$ cat src/rtl/addsub_arbiter.sv
// addsub_arbiter: shares one external combinational W-bit adder/subtractor
// between two requesters using round-robin arbitration.
//
// Ports:
//   clk, rst                    clock; synchronous active-high reset
//   reqN_valid/ready/a/b/m      request handshake and operands (m=1: A-B)
//   rspN_valid/ready/sum/ovf/cout  registered response handshake and result
//   au_a/au_b/au_m              operands to the shared unit (0 unless EXEC)
//   au_sum/au_ovf/au_cout       results from the shared unit
//   busy                        high whenever the FSM is not IDLE
//   op_count                    completed responses, wraps modulo 2^CNT_W
module addsub_arbiter #(
    parameter int W     = 4,
    parameter int CNT_W = 8
) (
    input  logic             clk,
    input  logic             rst,
    input  logic             req0_valid,
    output logic             req0_ready,
    input  logic [W-1:0]     req0_a,
    input  logic [W-1:0]     req0_b,
    input  logic             req0_m,
    input  logic             req1_valid,
    output logic             req1_ready,
    input  logic [W-1:0]     req1_a,
    input  logic [W-1:0]     req1_b,
    input  logic             req1_m,
    output logic             rsp0_valid,
    input  logic             rsp0_ready,
    output logic [W-1:0]     rsp0_sum,
    output logic             rsp0_ovf,
    output logic             rsp0_cout,
    output logic             rsp1_valid,
    input  logic             rsp1_ready,
    output logic [W-1:0]     rsp1_sum,
    output logic             rsp1_ovf,
    output logic             rsp1_cout,
    output logic [W-1:0]     au_a,
    output logic [W-1:0]     au_b,
    output logic             au_m,
    input  logic [W-1:0]     au_sum,
    input  logic             au_ovf,
    input  logic             au_cout,
    output logic             busy,
    output logic [CNT_W-1:0] op_count
);

    typedef enum logic [1:0] {IDLE, EXEC, RESP} state_t;

    state_t         state, state_nxt;
    logic           rr_ptr;     // client that wins when both are valid
    logic           owner;      // client of the in-flight operation
    logic [W-1:0]   op_a, op_b;
    logic           op_m;
    logic           grant0, grant1;
    logic           rsp_done;

    always_comb begin
        state_nxt = state;
        grant0    = 1'b0;
        grant1    = 1'b0;
        rsp_done  = 1'b0;
        case (state)
            IDLE: begin
                // Ready is held low while reset is asserted so the reset
                // cycle never shows a grant.
                if (!rst) begin
                    if (req0_valid && (!req1_valid || !rr_ptr))
                        grant0 = 1'b1;
                    else if (req1_valid)
                        grant1 = 1'b1;
                end
                if (grant0 || grant1)
                    state_nxt = EXEC;
            end
            EXEC: state_nxt = RESP;
            RESP: begin
                rsp_done = owner ? (rsp1_valid && rsp1_ready)
                                 : (rsp0_valid && rsp0_ready);
                if (rsp_done)
                    state_nxt = IDLE;
            end
            default: state_nxt = IDLE;
        endcase
    end

    assign req0_ready = grant0;
    assign req1_ready = grant1;
    assign busy       = (state != IDLE);
    assign au_a       = (state == EXEC) ? op_a : '0;
    assign au_b       = (state == EXEC) ? op_b : '0;
    assign au_m       = (state == EXEC) ? op_m : 1'b0;

    always_ff @(posedge clk) begin
        if (rst) begin
            state      <= IDLE;
            rr_ptr     <= 1'b0;
            owner      <= 1'b0;
            op_a       <= '0;
            op_b       <= '0;
            op_m       <= 1'b0;
            rsp0_valid <= 1'b0;
            rsp0_sum   <= '0;
            rsp0_ovf   <= 1'b0;
            rsp0_cout  <= 1'b0;
            rsp1_valid <= 1'b0;
            rsp1_sum   <= '0;
            rsp1_ovf   <= 1'b0;
            rsp1_cout  <= 1'b0;
            op_count   <= '0;
        end else begin
            state <= state_nxt;
            case (state)
                IDLE: begin
                    if (grant0 || grant1) begin
                        owner  <= grant1;
                        rr_ptr <= ~grant1;
                        op_a   <= grant1 ? req1_a : req0_a;
                        op_b   <= grant1 ? req1_b : req0_b;
                        op_m   <= grant1 ? req1_m : req0_m;
                    end
                end
                EXEC: begin
                    if (owner) begin
                        rsp1_sum   <= au_sum;
                        rsp1_ovf   <= au_ovf;
                        rsp1_cout  <= au_cout;
                        rsp1_valid <= 1'b1;
                    end else begin
                        rsp0_sum   <= au_sum;
                        rsp0_ovf   <= au_ovf;
                        rsp0_cout  <= au_cout;
                        rsp0_valid <= 1'b1;
                    end
                end
                RESP: begin
                    // Response data returns to 0 after consumption so an idle
                    // client always sees zeros.
                    if (rsp_done) begin
                        op_count <= op_count + 1'b1;
                        if (owner) begin
                            rsp1_valid <= 1'b0;
                            rsp1_sum   <= '0;
                            rsp1_ovf   <= 1'b0;
                            rsp1_cout  <= 1'b0;
                        end else begin
                            rsp0_valid <= 1'b0;
                            rsp0_sum   <= '0;
                            rsp0_ovf   <= 1'b0;
                            rsp0_cout  <= 1'b0;
                        end
                    end
                end
                default: ;
            endcase
        end
    end

endmodule
$ cat config.mk
export PLATFORM = sky130hd
export DESIGN_NAME = addsub_arbiter
export DESIGN_NICKNAME = d
export VERILOG_FILES = /design/src/rtl/addsub_arbiter.sv
export SDC_FILE = /design/constraint.sdc
export NUM_CORES = 1
export LEC_CHECK = 0
export CORE_MARGIN = 2
export CORE_UTILIZATION = 40
export CTS_BUF_LIST = sky130_fd_sc_hd__clkbuf_4 sky130_fd_sc_hd__clkbuf_8
export CTS_CLUSTER_DIAMETER = 150
export DETAILED_ROUTE_END_ITERATION = 7
export DONT_BUFFER_PORTS = 1
export GPL_ROUTABILITY_DRIVEN = 0
export GPL_TIMING_DRIVEN = 1
export HOLD_SLACK_MARGIN = 0.1
export PLACE_DENSITY = 0.65
export SYNTH_ARGS = -nofsm -noshare
export SYNTH_HDL_FRONTEND = slang
export SYNTH_SLANG_ARGS = --single-unit
export TNS_END_PERCENT = 10
$ cat constraint.sdc
create_clock -name clk -period 5.1 [get_ports clk]
set_clock_uncertainty 0.15 [all_clocks]
set_input_delay 1.53 -clock clk [delete_from_list [all_inputs] [get_ports clk]]
set_output_delay 1.53 -clock clk [all_outputs]
set_load 0.02 [all_outputs]
# Word level (Yosys, flattened, before mapping)
# Index checks and enable logic that the tools add are counted.
# totals
regBits	35
latch_bits	0
ram_bits	0
romBits	0
elab_cells	86
memories	0
# classes
addsub	1
mul	0
div_mod_pow	0
order_cmp	0
eq_ne	9
n_shift	0
mux	44
n_bitwise	1
n_reduce_logical	16
# ops
op	count
$mux 4	10
$mux 1	23
$pmux 4 s2	2
$ne 2x2->1 const B	7
$pmux 1 s2	6
$add 8x1->8 const B	1
$reduce_and 4->1	2
$pmux 2 s3	1
$reduce_and 2->1	3
$mux 2	2
$reduce_bool 2->1	2
$logic_and 1x1->1	3
$logic_or 1x1->1	3
$eq 2x1->1 const B	1
$eq 2x2->1 const B	1
$logic_not 1->1	2
$logic_not 2->1	1
$not 1->1	1

# Logic depth before layout (Yosys ltp)
# Gate-level depths: netlist of run 1.
# depth
word_depth	9
ltp_mapped	6

# Least setup slack after synthesis of run 1
# Ideal clock, no wire load.
# synth_timing
path_kind	input port to output port
from	input port rst
to	output port req0_ready
arrival_time_ns	2.374
required_time_ns	3.420
setup_slack_ns	1.046
stages	4
cell_sequence	clkbuf_1 > nor3_1 > and3_1 > clkbuf_1
# synth_via
elab_chain_cells	3
# synth_rtl
element	line_no	source
start, declared	17	input logic rst,
$mux 1	67	if (!rst) begin
$mux 1 (2 in series)	63	case (state)
end, declared	19	output logic req0_ready,
# No other way between the ends. The select of a mux whose other input is x is not followed.

# Worst setup path in the final report of run 1
# layout_timing
from	input port rst
to	output port req1_ready
# layout_via
elab_chain_cells	3
# layout_rtl
element	line_no	source
$mux 1	67	
$mux 1 (2 in series)	63	
end, declared	24	output logic req1_ready,
# No other way between the ends. The select of a mux whose other input is x is not followed.

==> results.cfg, run 1 <==
[critical_path]
required_ps = 3420
arrival_ps = 2470
start_kind = input pin
r2r_slack_ps = 3000
worst_path_largest_cell_delay_ps = 630
criticalPathCategory = input pin to primary output
crit_chain = nor4b_4 > a21boi_2
cp_max_fo = 33
crit_family = compound AO/OA/AOI/OAI gates
worstSetupEndpointType = primary output
crit_path_top_delay_cell = a21boi_2
cp_num_buf_inv = 0

[cts]
hold_buffers = 0
cts_made_buffers = 5
cts_setup_buffers = 0
cts_tree = built
path_clk_slew_ps = 60
cts_resized = 0
cts-root-buf = clkbuf_8
clk_path_buf_depth = 2
insertion_delay_ps = 280
cts.sinks = 35
ctsHtreeMaxLevel = 2

[die]
core_area_um2 = 3970
initial_utilization = 0.411
die_area_um2 = 4610
ios = 64
die_x_um = 67.9
dieHeight_um = 67.9
num_rows = 23

[yosys]
async_flop_share = 0
syn_inst = 192
synth_cell_types = 30
synth_area_per_cell_um2 = 8.50
yosysMostFrequentCell = dfxtp_1
synth_common_cells = dfxtp_1, a21oi_1, nand3_1
synth_ff_type = dfxtp_1
ys_ff_latch = 35
synth_edf_count = 0
synth_area_leaders = dfxtp_1, a21oi_1, nand3_1, and2_1, xnor2_1
yosysTopAreaCell = dfxtp_1
yosysSeqAreaShare = 0.429
synthesis.nets = 223
synth_top_area_frac = 0.429
yosysWarnings = 0
syn_area_um2 = 1630

[timing]
timing.final.crit_period_ps = 4150
timing.fmax_mhz = 241
worst_slack_ps = 946
slew_headroom = 0.544
rsz0062_at_grt = no
min_period_over_period = 0.814
tightestPinTransition_ps = 679
drv_slew = 0
fin_setup_tns_ps = 0
holdWs_ps = 295
finalHoldViolCount = 0
setup_viol = 0

[global_routing]
grt_first_pass_wirelength_um = 5520
grt_use_total = 0.162
gr-total-overflow = 0
first_global_vias = 1264
antenna_found_initial = 0
grt_max_degree = 34

[finish]
area_growth_pct = 4.60
fin_area_um2 = 1710
drive_gt1_frac = 0.0699
post_layout_nonfiller_instances = 236
layout.nets = 218
fillers = 413
n_antenna_cell = 0
fin_util = 0.430

[place]
io_buffers = 0
place_area_um2 = 1630
place_ws_ps = 966
dp.cells = 230
hpwlAfterDp_um = 2490

[run]
maxCapViolations = 0

[drt]
via_per_inst = 5.61
wire_per_inst_um = 14.7
drtAntennaViolNets = 0
drc = 0
routed_wl_um = 3480
drtIter0Drc = 104
dr.pass1.iters = 4
routed-via-count = 1324

[power]
ir_drop_mv = 0.0839
p_leak_nw = 0.557
power_mw = 0.561
p_per_area_nw_per_um2 = 329

[run_status]
outcome = finished clean

[hold_path]
hp-class = flop to flop
report_power, final:
part | leakage, nW | internal, mW | total [mW] | switching [mW]
clock network | 0.0406 | 0.0962 | 0.185 | 0.0885
logic | 0.232 | 0.0251 | 0.0630 | 0.0379
registers | 0.285 | 0.289 | 0.313 | 0.0245
placed cells by master (no fill, tap or decap), types with 2 or more instances in the layout:
| master | count |
|---|---|
| a2111oi_2 | 2 |
| a211oi_1 | 4 |
| a21oi_1 | 26 |
| and2_1 | 15 |
| clkbuf_8 | 5 |
| dfxtp_1 | 35 |
| inv_1 | 6 |
| mux2i_1 | 4 |
| nand2_1 | 11 |
| nand2b_1 | 2 |
| nand3_1 | 22 |
| nand3b_1 | 7 |
| nor2_1 | 12 |
| nor2b_1 | 2 |
| nor3_1 | 4 |
| o21ai_0 | 3 |
| o22ai_1 | 6 |
| xnor2_1 | 7 |
worst reg2reg max path: cells and delay by family (launching register included):
kind	cells	cell delay (ps)
AOI/OAI and AO/OA	2	710
DFF	1	440
and+or+nand+nor	1	410
muxes	1	270
area by class of cell:
class / count / area, um^2 / share of cell area
inverters: 6 / 22.5 / 0.0132
clock buffers: 6 / 76.3 / 0.0447
flip-flops and latches: 35 / 701 / 0.410
repair buffers: 1 / 7.51 / 0.00440
well taps: 50 / 62.6 / 0.0366
multi-input cells: 138 / 838 / 0.491
registers in the layout (all words and copies together), names as in the netlist:
register    cells
op_count        8
op_a            4
op_b            4
rsp0_sum        4
rsp1_sum        4
state           2
op_m            1
owner           1
rr_ptr          1
rsp0_cout       1
rsp0_ovf        1
rsp0_valid      1
rsp1_cout       1
rsp1_ovf        1
rsp1_valid      1
logic make-up (layout without fill, tap and decap cells):
group / after synthesis / after routing / synth area share
compound gates: 45 / 45 / 0.168
xor+xnor: 7 / 7 / 0.0375
fa+ha+maj: 1 / 1 / 0.00766
buf+inv: 19 / 13 / 0.0575
flops: 35 / 35 / 0.429
mux: 4 / 4 / 0.0245
simple gates: 81 / 81 / 0.276
path summary, 6_finish.rpt:
| check | cells past startpoint | startpoint | end |
|---|---|---|---|
| worst max register to register | 4 | state[1] | op_b[0] |
| worst min-delay path | 2 | op_b[1] | op_b[1] |
| worst min register to register | 2 | op_b[1] | op_b[1] |
| worst max-delay path | 2 | rst | req1_ready |
layer usage:
metal  global-route usage  part of all wire
met4               0.0875             0.019
met2                0.259              0.48
met3               0.0576             0.092
met1                0.189              0.41
met5                    0                 0
Note: power is estimated with default switching activity, not from simulation.
==> run 2, diff against run 1 <==
- clock period: 5.1 -> 4.13 ns (I/O delays scaled with it)
==> results.cfg, run 2 (same netlist as run 1, synthesis figures left out) <==
[run_status]
outcome = finished clean

[global_routing]
antenna_found_initial = 0
grt_first_pass_wirelength_um = 5540
grt_max_degree = 34
grt_use_total = 0.162
first_global_vias = 1213
gr-total-overflow = 0

[cts]
clk_path_buf_depth = 2
hold_buffers = 0
cts_tree = built
ctsHtreeMaxLevel = 2
cts_resized = 0
insertion_delay_ps = 280
path_clk_slew_ps = 70
cts_setup_buffers = 0
cts-root-buf = clkbuf_8
cts.sinks = 35
cts_made_buffers = 5

[critical_path]
cp_max_fo = 33
required_ps = 2740
reg2reg_depth = 5
worstReg2RegStart = state[0]
cp.depth = 2
arrival_ps = 1960
worstSetupEndpointType = primary output
cp-startpoint = rst
cp_num_buf_inv = 0
start_kind = input pin
crit_path_top_delay_cell = a21boi_2
cp-endpoint = req1_ready
r2r_slack_ps = 2070
criticalPathCategory = input pin to primary output
crit_chain = nor4b_4 > a21boi_2
worst_path_largest_cell_delay_ps = 380
r2r-end = rsp1_sum[1]
crit_family = compound AO/OA/AOI/OAI gates

[finish]
final_common_cell = dfxtp_1
largest_register_ff_count = 8
area_growth_pct = 6.74
fin_area_um2 = 1740
n_antenna_cell = 0
regArea_um2 = 701
drive_gt1_frac = 0.0847
fin_util = 0.439
fillers = 417
multi_input_area_um2 = 838
final_cell_mix = dfxtp_1, a21oi_1, nand3_1
layout.nets = 219
regMostFlops = op_count

[die]
ios = 64
die_x_um = 67.9
core_area_um2 = 3970
initial_utilization = 0.411
num_rows = 23
die_area_um2 = 4610
dieHeight_um = 67.9

[drt]
dr.pass1.iters = 4
drtIter0Drc = 83
drtAntennaViolNets = 0
wire_per_inst_um = 14.4
via_per_inst = 5.42
drc = 0
routed-via-count = 1296
routed_wl_um = 3440

[timing]
rsz0062_at_grt = no
setup_viol = 0
timing.fmax_mhz = 299
drv_slew = 0
slew_headroom = 0.573
fin_setup_tns_ps = 0
tightestPinTransition_ps = 639
finalHoldViolCount = 0
timing.final.crit_period_ps = 3350
holdWs_ps = 296
min_period_over_period = 0.810

[power]
p_leak_nw = 0.577
power_mw = 0.740
ir_drop_mv = 0.140
p_per_area_nw_per_um2 = 424

[hold_path]
hp-class = flop to flop

[run]
maxCapViolations = 0

[place]
place_area_um2 = 1640
io_buffers = 0
hpwlAfterDp_um = 2450
## run 2: changes by cell type in the layout (fill, tap and decap cells not counted), sizes merged
cell    delta
buf        +1
clkbuf     +2
## run 2: report_power, final
group	switching [mW]	total [mW]	internal [mW]	leakage, nW
Clock	0.116	0.274	0.159	0.0549
Sequential	0.0301	0.387	0.357	0.285
Combinational	0.0470	0.0787	0.0317	0.237
## run 2: how the worst min path moves through the flow
stage / start / to / slack (ps) / depth (start not counted)
floorplan: op_a[0] / op_a[0] / 280 / 2
finish: op_b[1] / op_b[1] / 300 / 2
CTS: op_a[0] / op_a[0] / 300 / 2
global route: op_b[1] / op_b[1] / 320 / 2
detailed placement: op_a[0] / op_a[0] / 290 / 2
global placement: op_a[0] / op_a[0] / 290 / 2
## run 2: final cells by class
type	count	area share
multi-input combinational	138	0.481
inverter	6	0.0129
clock buffer	8	0.0596
timing repair buffer	2	0.00861
tap	50	0.0359
sequential	35	0.402
## run 2: metal layers
layer | GRT usage | vias up | wire, um | part of all wire
li1 | - | 662 | - | -
met1 | 0.200 | 598 | 1480 | 0.43
met2 | 0.251 | 31 | 1650 | 0.48
met3 | 0.0674 | 5 | 277 | 0.080
met4 | 0.0600 | 0 | 36 | 0.010
met5 | 0 | - | 0 | 0
## run 2: metrics by stage
stage,setup slack [ps],std cells
4_1_cts,787,239
3_3_place_gp,825,231
5_1_grt,732,239
2_1_floorplan,658,192
6_report,783,239
3_5_place_dp,787,231
## run 2: worst min-delay path, stage by stage, from the launching register on
cell,delay [ps]
dfxtp_1,310
nand2_1,50
a21oi_1,50
